$ cat src/rtl/serial_addsub_unit.sv
// Bit-serial adder/subtractor: one bit per clock, LSB first, with start/busy/done
// handshake. Subtraction is A + ~B + ~Cin, so Cout=1 means "no borrow".
module serial_addsub_unit #(
  parameter int WIDTH = 8
) (
  input  logic             clk,
  input  logic             rst,
  input  logic             start,
  input  logic             mode,
  input  logic [WIDTH-1:0] A,
  input  logic [WIDTH-1:0] B,
  input  logic             Cin,
  output logic [WIDTH-1:0] S,
  output logic             Cout,
  output logic             ovf,
  output logic             busy,
  output logic             done
);

  localparam int CW = (WIDTH > 2) ? $clog2(WIDTH) : 1;
  localparam logic [CW-1:0] LAST = CW'(WIDTH - 1);

  typedef enum logic {IDLE, RUN} state_t;

  state_t           state, state_next;
  logic [WIDTH-1:0] a_sr, b_sr;
  logic [WIDTH-2:0] res_sr;
  logic [WIDTH-1:0] res_next;
  logic [CW-1:0]    count;
  logic             carry;
  logic             sum_bit, carry_next, last_bit, accept;

  assign sum_bit    = a_sr[0] ^ b_sr[0] ^ carry;
  assign carry_next = (a_sr[0] & b_sr[0]) | (a_sr[0] & carry) | (b_sr[0] & carry);
  assign res_next   = {sum_bit, res_sr};
  assign last_bit   = (state == RUN) && (count == LAST);
  assign accept     = (state == IDLE) && start;
  assign busy       = (state == RUN);

  always_ff @(posedge clk or posedge rst) begin
    if (rst) state <= IDLE;
    else     state <= state_next;
  end

  always_comb begin
    state_next = state;
    case (state)
      IDLE:    if (start) state_next = RUN;
      RUN:     if (count == LAST) state_next = IDLE;
      default: state_next = IDLE;
    endcase
  end

  // Results only move on the completion edge, so S/Cout/ovf never expose partial sums.
  always_ff @(posedge clk or posedge rst) begin
    if (rst) begin
      a_sr   <= '0;
      b_sr   <= '0;
      res_sr <= '0;
      carry  <= 1'b0;
      count  <= '0;
      S      <= '0;
      Cout   <= 1'b0;
      ovf    <= 1'b0;
      done   <= 1'b0;
    end else begin
      done <= last_bit;
      if (accept) begin
        a_sr  <= A;
        b_sr  <= mode ? ~B : B;
        carry <= mode ? ~Cin : Cin;
        count <= '0;
      end else if (state == RUN) begin
        a_sr   <= a_sr >> 1;
        b_sr   <= b_sr >> 1;
        carry  <= carry_next;
        res_sr <= res_next[WIDTH-1:1];
        count  <= count + CW'(1);
        if (last_bit) begin
          S    <= res_next;
          Cout <= carry_next;
          ovf  <= carry ^ carry_next;
        end
      end
    end
  end

endmodule
$ cat config.mk
export PLATFORM = sky130hd
export DESIGN_NAME = serial_addsub_unit
export DESIGN_NICKNAME = d
export VERILOG_FILES = /design/src/rtl/serial_addsub_unit.sv
export SDC_FILE = /design/constraint.sdc
export NUM_CORES = 1
export LEC_CHECK = 0
export CELL_PAD_IN_SITES_DETAIL_PLACEMENT = 0
export CELL_PAD_IN_SITES_GLOBAL_PLACEMENT = 2
export CORE_ASPECT_RATIO = 0.6
export CORE_MARGIN = 2
export CORE_UTILIZATION = 38
export CTS_BUF_LIST = sky130_fd_sc_hd__clkbuf_2
export DETAILED_ROUTE_END_ITERATION = 12
export PLACE_DENSITY_LB_ADDON = 0.2
export SETUP_SLACK_MARGIN = 0.4
export SYNTH_ARGS = -nofsm -noshare
export SYNTH_HDL_FRONTEND = slang
export SYNTH_SLANG_ARGS = --single-unit
$ cat constraint.sdc
create_clock -name clk -period 2.8 [get_ports clk]
set_input_delay 0.56 -clock clk [delete_from_list [all_inputs] [get_ports clk]]
set_output_delay 0.56 -clock clk [all_outputs]
set_load 0.02 [all_outputs]
==> load_flow_metrics.sql, run 1 <==
INSERT INTO impl_metrics (metric_group, metric, value, unit) VALUES
('hold_path', 'hold-path-endpoint', 'b_sr[0]$_DFFE_PP0P_', ''),
('drt', 'antenna_violation_net_count_after_detailed_routing', '0', ''),
('critical_path', 'crit_path_end_kind', 'output port', ''),
('placed_design', 'place_area', '2110', 'um^2'),
('clocking', 'cts_hold_repair.buffers', '0', ''),
('critical_path', 'r2r-start', 'count[0]$_DFFE_PP0P_', ''),
('clocking', 'clock-root-buffer', 'clkbuf_2', ''),
('placed_design', 'place_worst_setup_slack', '0.678', 'ns'),
('critical_path', 'required', '2.24', 'ns'),
('clocking', 'clock_latency_on_the_worst_skew_pair', '0.39', 'ns'),
('power', 'power_frac_comb', '0.371', ''),
('finish', 'layout-area-overhead-vs-synth', '24.8', '%'),
('hold_path', 'timing.hold.worst.class', 'reg2reg', ''),
('power', 'pwr-share-clk', '0.197', ''),
('outcome', 'run_status', 'finished, final reports clean', ''),
('power', 'power_per_cell_area', '986', 'nW/um^2'),
('logic_synthesis', 'synthesis.instances', '139', ''),
('finish', 'most_frequent_cells_in_the_layout', 'dfrtp_1 (39), clkdlybuf4s50_1 (32), mux2_2 (17)', ''),
('logic_synthesis', 'netlist_top_cells_area', 'dfrtp_1 (55%), mux2_2 (11%), mux2i_1 (4.5%), xnor2_1 (4.5%), nand2_1 (3.4%)', ''),
('logic_synthesis', 'cell_taking_the_most_area_after_synthesis', 'dfrtp_1', ''),
('global_routing', 'final_global_route_overflow_total', '0', ''),
('critical_path', 'crit_family', 'buffers and inverters', ''),
('finish', 'diodes', '0', ''),
('logic_synthesis', 'ys_seq_area_frac', '0.553', ''),
('global_routing', 'antenna_found_initial', '0', ''),
('hold_path', 'hold-path-cell-count', '2', ''),
('critical_path', 'critical_path_buf_inv_count', '1', ''),
('logic_synthesis', 'synth_fp_nets', '163', ''),
('power', 'power.internal', '1.48', 'mW'),
('die', 'placeableCoreArea', '4520', 'um^2'),
('global_routing', 'grt_first_pass_wirelength', '5200', 'um'),
('drt', 'number_of_iterations_in_the_first_detailed_routing_pass', '4', ''),
('critical_path', 'worst-path-max-fanout', '2', ''),
('clocking', 'cts_tree', 'done', ''),
('critical_path', 'critPathMaxStageDelay', '0.60', 'ns'),
('critical_path', 'cp_cell_sequence', 'clkdlybuf4s50_1', ''),
('flow_run', 'max-cap-violations', '0', ''),
('global_routing', 'grt_usage', '0.128', ''),
('clocking', 'cts.reportedPaths.clkPinSlew', '0.22', 'ns'),
('critical_path', 'r2r_setup_slack', '1.15', 'ns'),
('power', 'power.ir.vdd_worst', '0.000419', 'V'),
('drt', 'post_drt_via_cell_ratio', '4.67', ''),
('timing', 'rsz0062_at_grt', 'no', ''),
('timing', 'slew_headroom', '0.663', ''),
('logic_synthesis', 'number_of_distinct_library_cells_after_synthesis', '21', ''),
('logic_synthesis', 'synthDominantCellAreaShare', '0.553', ''),
('power', 'p_switching', '688', 'uW'),
('die', 'die_area', '5220', 'um^2'),
('critical_path', 'reg2reg_depth', '4', ''),
('timing', 'final-hold-violation-count', '0', ''),
('global_routing', 'number_of_global_route_vias_before_repair', '1156', ''),
('die', 'boundaryPins', '33', ''),
('critical_path', 'worst_setup_path_startpoint', 'ovf$_DFFE_PP0P_', ''),
('power', 'power.share.switching', '0.317', ''),
('timing', 'final_tns_setup', '0', 'ns'),
('timing', 'setup-violations-final', '0', ''),
('timing', 'hold_slack', '0.496', 'ns'),
('finish', 'fillers', '405', ''),
('logic_synthesis', 'yosys_warnings', '0', ''),
('logic_synthesis', 'post_synth_instance_area', '1760', 'um^2'),
('die', 'floorplan.initialDensity', '0.391', ''),
('drt', 'detailroute.via_count', '1098', ''),
('timing', 'timing_worst_slew_pin_value', '0.504', 'ns'),
('timing', 'fmaxAchievable', '0.512', 'GHz'),
('critical_path', 'path_type_of_the_worst_setup_path', 'reg2out', ''),
('clocking', 'cts-resized-gates', '0', ''),
('drt', 'avgRoutedWirePerCell', '12.4', 'um'),
('timing', 'finalWorstPathRequiredPeriod', '1.95', 'ns'),
('critical_path', 'worst_r2r_end', 'S[1]$_DFFE_PP0P_', ''),
('die', 'chipWidth', '92.0', 'um'),
('finish', 'share_of_cells_above_drive_strength_1', '0.203', '');
[metrics by stage]
| step | cells | util |
|---|---|---|
| after floorplan | 139 | - |
| after global placement | 227 | 0.467 |
| after detailed placement | 227 | 0.467 |
| after CTS | 235 | 0.488 |
| after global routing | 235 | 0.488 |
| final | 235 | 0.488 |
[worst min-delay path, delay by kind of cell, from the launching register on]
kind / cells / cell delay [ns]
AO/OA/AOI/OAI: 1 / 0.07
flip-flops: 1 / 0.38
AND/OR/NAND/NOR: 1 / 0.05
[worst max path at each step]
stage,end,depth (start not counted)
after global routing,S[5],1
final,ovf,1
after CTS,Cout,1
after global placement,a_sr[4]$_DFFE_PP0P_,4
after floorplan,Cout$_DFFE_PP0P_,1
after detailed placement,b_sr[2]$_DFFE_PP0P_,3
[state kept, by name (all words and copies together), names as in the netlist]
signal  flops
ovf         1
carry       1
a_sr        8
done        1
busy        1
b_sr        8
count       3
Cout        1
res_sr      7
S           8
[synthesized netlist by cell type, drive strengths merged]
cell type / instances
o21ai: 9
o211ai: 8
mux2i: 8
nor2: 3
nand2b: 1
ha: 2
mux2: 17
fa: 1
or3b: 9
dfrtp: 39
xnor2: 9
inv: 3
a22o: 2
xor2: 1
buf: 10
a211oi: 1
nand2: 16
[power by group through the flow]
stage / sequential, mW / combinational [mW] / clock (mW)
floorplan: 1.02 / 0.488 / 0
global placement: 0.949 / 0.805 / 0
detailed placement: 0.959 / 0.815 / 0
CTS: 0.943 / 0.821 / 0.447
global route: 0.971 / 0.896 / 0.468
finish: 0.939 / 0.804 / 0.428
[cell families after synthesis]
kind of cell    Yosys count  synth area share
flops                    39             0.553
mux                      25             0.154
compound gates           20            0.0794
fa+ha+maj                 3            0.0255
simple gates             29            0.0887
xor+xnor                 10            0.0496
buf+inv                  13            0.0496
[per-layer routing]
metal	share of wire	wire (um)	global-route usage	vias to the layer above
met5	0	0	0	-
met4	0.010	29	0.0512	0
met3	0.040	115	0.0430	4
met2	0.44	1290	0.191	24
met1	0.51	1470	0.173	530
li1	-	-	-	540
[area by class of cell]
type	instances	area share
Multi-Input combinational cell	87	0.318
Clock inverter	3	0.0307
Inverter	3	0.00511
Tap cell	63	0.0358
Timing Repair Buffer	35	0.156
Sequential cell	39	0.443
Clock buffer	5	0.0114
Note: power is estimated with default switching activity, not from simulation.
==> run 2, diff against run 1 <==
--- a/config.mk
+++ b/config.mk
@@ -9,7 +9,7 @@
 export CELL_PAD_IN_SITES_GLOBAL_PLACEMENT = 2
 export CORE_ASPECT_RATIO = 0.6
 export CORE_MARGIN = 2
-export CORE_UTILIZATION = 38
+export CORE_UTILIZATION = 32
 export CTS_BUF_LIST = sky130_fd_sc_hd__clkbuf_2
 export DETAILED_ROUTE_END_ITERATION = 12
 export PLACE_DENSITY_LB_ADDON = 0.2
==> constraint.sdc (replaced) <==
create_clock -name clk -period 1.6 [get_ports clk]
set_input_delay 0.32 -clock clk [delete_from_list [all_inputs] [get_ports clk]]
set_output_delay 0.32 -clock clk [all_outputs]
set_load 0.02 [all_outputs]
==> run 2 against run 1 <==
Against the previous run:
- combinational power grew to 2.6 times the previous value
- sequential share of layout area is 5.7 points lower
- sequential power up 82%
- power rose by 100%
- via count grew 8.7%
- final cell count grew 10%
- non-clock buffer count increased by 21
==> load_flow_metrics.sql, run 2 (synthesized netlist as in run 1, its figures left out) <==
INSERT INTO impl_metrics (metric_group, metric, value, unit) VALUES
('finish', 'largestRegisters', 'S (8), a_sr (8), b_sr (8)', ''),
('die', 'placeableCoreArea', '5180', 'um^2'),
('timing', 'finalWorstPathRequiredPeriod', '1.35', 'ns'),
('finish', 'diodes', '0', ''),
('global_routing', 'number_of_global_route_vias_before_repair', '1226', ''),
('placed_design', 'placement.io_buffers', '32', ''),
('flow_run', 'max-cap-violations', '0', ''),
('finish', 'fin_nets', '216', ''),
('timing', 'slew_headroom', '0.859', ''),
('outcome', 'run_status', 'finished, final reports clean', ''),
('clocking', 'cts_buffer_depth', '2', ''),
('clocking', 'cts.reportedPaths.clkPinSlew', '0.19', 'ns'),
('hold_path', 'timing.hold.worst.class', 'in2async', ''),
('clocking', 'tritoncts.num_buffers', '5', ''),
('clocking', 'cts_tree', 'done', ''),
('power', 'power.internal', '2.95', 'mW'),
('die', 'boundaryPins', '33', ''),
('power', 'p_switching', '1.40', 'mW'),
('clocking', 'cts_sinks', '39', ''),
('drt', 'drc', '0', ''),
('placed_design', 'place_worst_setup_slack', '0.0235', 'ns'),
('power', 'power.share.switching', '0.322', ''),
('critical_path', 'cp_data_arrival_time', '1.64', 'ns'),
('finish', 'layout-area-overhead-vs-synth', '43.4', '%'),
('power', 'pwr-share-clk', '0.131', ''),
('placed_design', 'gpl.final_weighted_congestion', '0.715', ''),
('drt', 'avgRoutedWirePerCell', '13.5', 'um'),
('timing', 'final.period_utilization', '0.846', ''),
('clocking', 'clock_latency_on_the_worst_skew_pair', '0.37', 'ns'),
('finish', 'most_frequent_cells_in_the_layout', 'dfrtp_1 (38), clkdlybuf4s50_1 (20), buf_6 (19)', ''),
('finish', 'final-seq-area', '977', 'um^2'),
('placed_design', 'post-dp-hpwl', '2290', 'um'),
('die', 'num_rows', '20', ''),
('clocking', 'cts_hold_repair.buffers', '0', ''),
('drt', 'number_of_iterations_in_the_first_detailed_routing_pass', '4', ''),
('drt', 'drt_first_iter_violations', '24', ''),
('power', 'power.ir.vdd_worst', '0.000499', 'V'),
('die', 'die_height', '61.5', 'um'),
('global_routing', 'antenna_found_initial', '0', ''),
('power', 'power_per_cell_area', '1720', 'nW/um^2'),
('timing', 'finalWorstSetupSlack', '0.247', 'ns'),
('critical_path', 'crit_path_end_kind', 'flop', ''),
('die', 'floorplan.initialDensity', '0.341', ''),
('finish', 'share_of_cells_above_drive_strength_1', '0.399', ''),
('global_routing', 'final_global_route_overflow_total', '0', ''),
('global_routing', 'grt_usage', '0.129', ''),
('power', 'power_frac_comb', '0.476', ''),
('power', 'power.leakage', '1.16', 'nW'),
('die', 'die_area', '6140', 'um^2'),
('global_routing', 'grt_max_degree', '40', ''),
('power', 'power.sequential.fraction', '0.393', ''),
('critical_path', 'required', '1.88', 'ns'),
('timing', 'final_tns_setup', '0', 'ns'),
('timing', 'maxSlewViolCount', '0', ''),
('finish', 'layout.cells.most_common', 'dfrtp_1', ''),
('finish', 'fillers', '466', ''),
('clocking', 'cts-htree-levels', '2', ''),
('critical_path', 'worst-path-max-fanout', '2', ''),
('global_routing', 'grt_first_pass_wirelength', '5950', 'um'),
('die', 'chipWidth', '99.9', 'um'),
('drt', 'antenna_violation_net_count_after_detailed_routing', '0', ''),
('clocking', 'clock-root-buffer', 'clkbuf_2', ''),
('finish', 'multiInputGateArea', '800', 'um^2'),
('timing', 'final-hold-violation-count', '0', ''),
('timing', 'skew', '0.0118', 'ns'),
('timing', 'rsz0062_at_grt', 'yes', ''),
('timing', 'timing_worst_slew_pin_value', '0.212', 'ns'),
('drt', 'drt_wl_total', '3490', 'um'),
('drt', 'post_drt_via_cell_ratio', '4.61', ''),
('critical_path', 'path_type_of_the_worst_setup_path', 'reg2reg', ''),
('critical_path', 'timing.critical_path.from_type', 'flop', ''),
('critical_path', 'r2r_setup_slack', '0.25', 'ns'),
('timing', 'setup-violations-final', '0', ''),
('drt', 'detailroute.via_count', '1194', ''),
('timing', 'fmaxAchievable', '0.739', 'GHz');
## run 2: layout make-up
class | count | share of cell area
inverters | 3 | 0.00593
well taps | 66 | 0.0326
repair buffers | 56 | 0.234
clock inverters | 3 | 0.0153
clock buffers | 5 | 0.00989
multi-input cells | 87 | 0.316
flip-flops and latches | 39 | 0.386
## run 2: final timing paths
| path | cells after the start | end | from |
|---|---|---|---|
| max in group asynchronous | 3 | busy$_DFF_PP0_ | rst |
| worst max register to register | 3 | ovf$_DFFE_PP0P_ | b_sr[0]$_DFFE_PP0P_ |
| min in group clk | 2 | a_sr[4]$_DFFE_PP0P_ | a_sr[5]$_DFFE_PP0P_ |
| worst min register to register | 2 | a_sr[4]$_DFFE_PP0P_ | a_sr[5]$_DFFE_PP0P_ |
| worst max-delay path | 3 | ovf$_DFFE_PP0P_ | b_sr[0]$_DFFE_PP0P_ |
| worst min-delay path | 3 | a_sr[4]$_DFFE_PP0P_ | rst |
## run 2: per-layer routing
| metal | track usage | share of wire | up-vias |
|---|---|---|---|
| met2 | 0.204 | 0.45 | 25 |
| met3 | 0.0409 | 0.044 | 2 |
| met5 | 0 | 0 | - |
| met1 | 0.170 | 0.50 | 585 |
| met4 | 0.0470 | 0.0077 | 0 |
| li1 | - | - | 582 |
## run 2: power by group through the flow
| stage | clock [mW] | combinational, mW | sequential [mW] |
|---|---|---|---|
| final | 0.571 | 2.07 | 1.71 |
| after global routing | 0.644 | 2.25 | 1.76 |
| after CTS | 0.607 | 1.97 | 1.71 |
| after detailed placement | 0 | 1.62 | 1.73 |
| after global placement | 0 | 1.59 | 1.71 |
| after floorplan | 0 | 1.01 | 1.81 |
## run 2: metrics by stage
step | power [mW] | util | cells | area (um^2) | hold slack [ns]
6_report | 4.35 | 0.488 | 259 | 2530 | 0.300
4_1_cts | 4.29 | 0.478 | 255 | 2470 | 0.274
3_3_place_gp | 3.29 | 0.434 | 234 | 2250 | 0.460
2_1_floorplan | 2.81 | - | 139 | 1840 | 0.292
5_1_grt | 4.66 | 0.488 | 259 | 2530 | 0.276
3_5_place_dp | 3.35 | 0.434 | 234 | 2250 | 0.469
## run 2: critical path, cell delays in order (launching register included)
cell and delay (ns):
dfrtp_1 0.44, fa_2 0.41, xor2_1 0.15, mux2_4 0.26
## run 2: repair_timing
item | in CTS | in global routing
resized for setup | 86 | 7
endpoints found under the hold margin | 0 | 0
pin swaps | 11 | 5
setup endpoints to repair | 31 | 36
setup buffers | 13 | 4
==> run 3, diff against run 2 <==
==> constraint.sdc (replaced) <==
create_clock -name clk -period 1.2 [get_ports clk]
set_input_delay 0.24 -clock clk [delete_from_list [all_inputs] [get_ports clk]]
set_output_delay 0.24 -clock clk [all_outputs]
set_load 0.02 [all_outputs]
==> run 3 against run 2 <==
Against the previous run:
- the flow now finishes with violations (negative setup slack)
- routed wire length is 12% higher
- via count rose by 4.4%
- first-iteration DRC count is 17% lower
- core utilization increased by 5.7 points
- count of clock-buffer cells in the layout is the same
- worst setup slack lost 0.40 ns
- critical endpoint unchanged
- largest cell class unchanged
- highest routed layer unchanged
==> load_flow_metrics.sql, run 3 (synthesized netlist as in run 1, its figures left out) <==
INSERT INTO impl_metrics (metric_group, metric, value, unit) VALUES
('outcome', 'run_status', 'finished, violations left', ''),
('outcome', 'failed_checks', 'negative setup slack', ''),
('global_routing', 'grt_first_pass_wirelength', '6170', 'um'),
('power', 'power_per_cell_area', '2360', 'nW/um^2'),
('drt', 'drc', '0', ''),
('die', 'chipWidth', '99.9', 'um'),
('die', 'floorplan.initialDensity', '0.341', ''),
('finish', 'largestRegisters', 'S (8), a_sr (8), b_sr (8)', ''),
('critical_path', 'reg2reg_depth', '3', ''),
('clocking', 'cts_buffer_depth', '2', ''),
('die', 'num_rows', '20', ''),
('timing', 'timing_worst_slew_pin_value', '0.243', 'ns'),
('placed_design', 'dp.cells', '241', ''),
('global_routing', 'antenna_found_initial', '0', ''),
('die', 'die_area', '6140', 'um^2'),
('clocking', 'cts_sinks', '39', ''),
('global_routing', 'grt_max_degree', '31', ''),
('timing', 'finalWorstPathRequiredPeriod', '1.36', 'ns'),
('drt', 'drt_first_iter_violations', '20', ''),
('placed_design', 'post-dp-hpwl', '2440', 'um'),
('critical_path', 'timing.critical_path.from_type', 'flop', ''),
('power', 'power.leakage', '1.33', 'nW'),
('finish', 'diodes', '0', ''),
('timing', 'slew_headroom', '0.833', ''),
('drt', 'number_of_iterations_in_the_first_detailed_routing_pass', '4', ''),
('drt', 'avgRoutedWirePerCell', '14.3', 'um'),
('critical_path', 'crit_path_end_kind', 'flop', ''),
('clocking', 'cts-htree-levels', '2', ''),
('timing', 'finalWorstSetupSlack', '-0.158', 'ns'),
('drt', 'antenna_violation_net_count_after_detailed_routing', '0', ''),
('drt', 'post_drt_via_cell_ratio', '4.56', ''),
('timing', 'final-hold-violation-count', '0', ''),
('timing', 'final.period_utilization', '1.13', ''),
('die', 'boundaryPins', '33', ''),
('critical_path', 'required', '1.51', 'ns'),
('clocking', 'cts_tree', 'done', ''),
('clocking', 'cts.reportedPaths.clkPinSlew', '0.21', 'ns'),
('drt', 'drt_wl_total', '3900', 'um'),
('finish', 'most_frequent_cells_in_the_layout', 'dfrtp_1 (38), buf_4 (22), clkdlybuf4s50_1 (20)', ''),
('power', 'power.ir.vdd_worst', '0.000713', 'V'),
('die', 'die_height', '61.5', 'um'),
('finish', 'share_of_cells_above_drive_strength_1', '0.527', ''),
('timing', 'final_tns_setup', '-2.15', 'ns'),
('clocking', 'clock-root-buffer', 'clkbuf_2', ''),
('global_routing', 'grt_usage', '0.133', ''),
('finish', 'finalNonFillerCells', '273', ''),
('critical_path', 'worst_setup_path_startpoint', 'carry$_DFFE_PP0P_', ''),
('placed_design', 'placement.io_buffers', '32', ''),
('timing', 'maxSlewViolCount', '0', ''),
('timing', 'setup-violations-final', '32', ''),
('clocking', 'clock_latency_on_the_worst_skew_pair', '0.39', 'ns'),
('global_routing', 'final_global_route_overflow_total', '0', ''),
('critical_path', 'path_type_of_the_worst_setup_path', 'reg2reg', ''),
('critical_path', 'r2r_setup_slack', '-0.16', 'ns'),
('hold_path', 'timing.hold.worst.class', 'in2async', ''),
('timing', 'fmaxAchievable', '0.736', 'GHz'),
('finish', 'final_design_area_no_fill', '2820', 'um^2'),
('finish', 'layout-area-overhead-vs-synth', '60.1', '%'),
('placed_design', 'gpl.final_weighted_congestion', '0.713', ''),
('die', 'placeableCoreArea', '5180', 'um^2'),
('critical_path', 'cp_data_arrival_time', '1.67', 'ns'),
('global_routing', 'number_of_global_route_vias_before_repair', '1260', ''),
('critical_path', 'worst-path-max-fanout', '3', ''),
('finish', 'fin_nets', '230', ''),
('drt', 'detailroute.via_count', '1246', ''),
('timing', 'skew', '0.0145', 'ns'),
('finish', 'layout.cells.most_common', 'dfrtp_1', ''),
('critical_path', 'r2r-start', 'carry$_DFFE_PP0P_', ''),
('critical_path', 'worst_setup_path_endpoint', 'ovf$_DFFE_PP0P_', ''),
('clocking', 'tritoncts.num_buffers', '5', ''),
('placed_design', 'place_area', '2340', 'um^2'),
('timing', 'rsz0062_at_grt', 'yes', ''),
('critical_path', 'worst_r2r_end', 'ovf$_DFFE_PP0P_', ''),
('flow_run', 'max-cap-violations', '0', '');
[run 3: cell type report]
class	count	area, um^2
fill	450	2360
sequential	39	977
tap	66	82.6
multi-input combinational	88	921
timing repair buffer	69	759
inverter	3	15.0
clock buffer	5	25.0
clock inverter	3	43.8
[run 3: repair_timing]
| action | CTS | global route |
|---|---|---|
| setup endpoints to repair | 51 | 51 |
| hold buffers | 0 | 0 |
| resized for setup | 85 | 34 |
| cloned | 2 | 2 |
| setup buffers | 8 | 12 |
| pin swaps | 3 | 15 |
[run 3: power by group]
group,total [mW],internal [mW],switching [mW]
Sequential,2.32,1.89,0.436
Clock,0.807,0.353,0.454
Combinational,3.54,2.22,1.31
Total,6.67,4.46,2.20
[run 3: worst min path at each step]
stage	startpoint	to	slack, ns	cells past startpoint
after floorplan	rst	Cout$_DFFE_PP0P_	0.21	1
after global placement	a_sr[7]$_DFFE_PP0P_	a_sr[6]$_DFFE_PP0P_	0.47	2
after detailed placement	a_sr[3]$_DFFE_PP0P_	a_sr[2]$_DFFE_PP0P_	0.48	2
after CTS	rst	a_sr[6]$_DFFE_PP0P_	0.18	3
after global routing	rst	a_sr[6]$_DFFE_PP0P_	0.15	3
final	rst	a_sr[6]$_DFFE_PP0P_	0.20	3
[run 3: critical path: stages, from the launching register on]
cell	delay (ns)
dfrtp_1	0.46
fa_2	0.42
xor2_1	0.15
mux2_4	0.26
[run 3: per-stage QoR]
step	worst slack (ns)	hold WS, ns	util	power (mW)
2_1_floorplan	-0.120	0.212	-	3.98
3_3_place_gp	-0.223	0.468	0.452	4.63
3_5_place_dp	-0.253	0.478	0.452	4.71
4_1_cts	-0.163	0.182	0.497	6.05
5_1_grt	-0.195	0.153	0.545	7.10
6_report	-0.158	0.202	0.545	6.67
[run 3: layer usage]
metal | wire length (um) | global-route usage | up-vias
li1 | - | - | 610
met4 | 29 | 0.0294 | 0
met5 | 0 | 0 | -
met3 | 166 | 0.0511 | 4
met2 | 1710 | 0.203 | 22
met1 | 1990 | 0.182 | 610
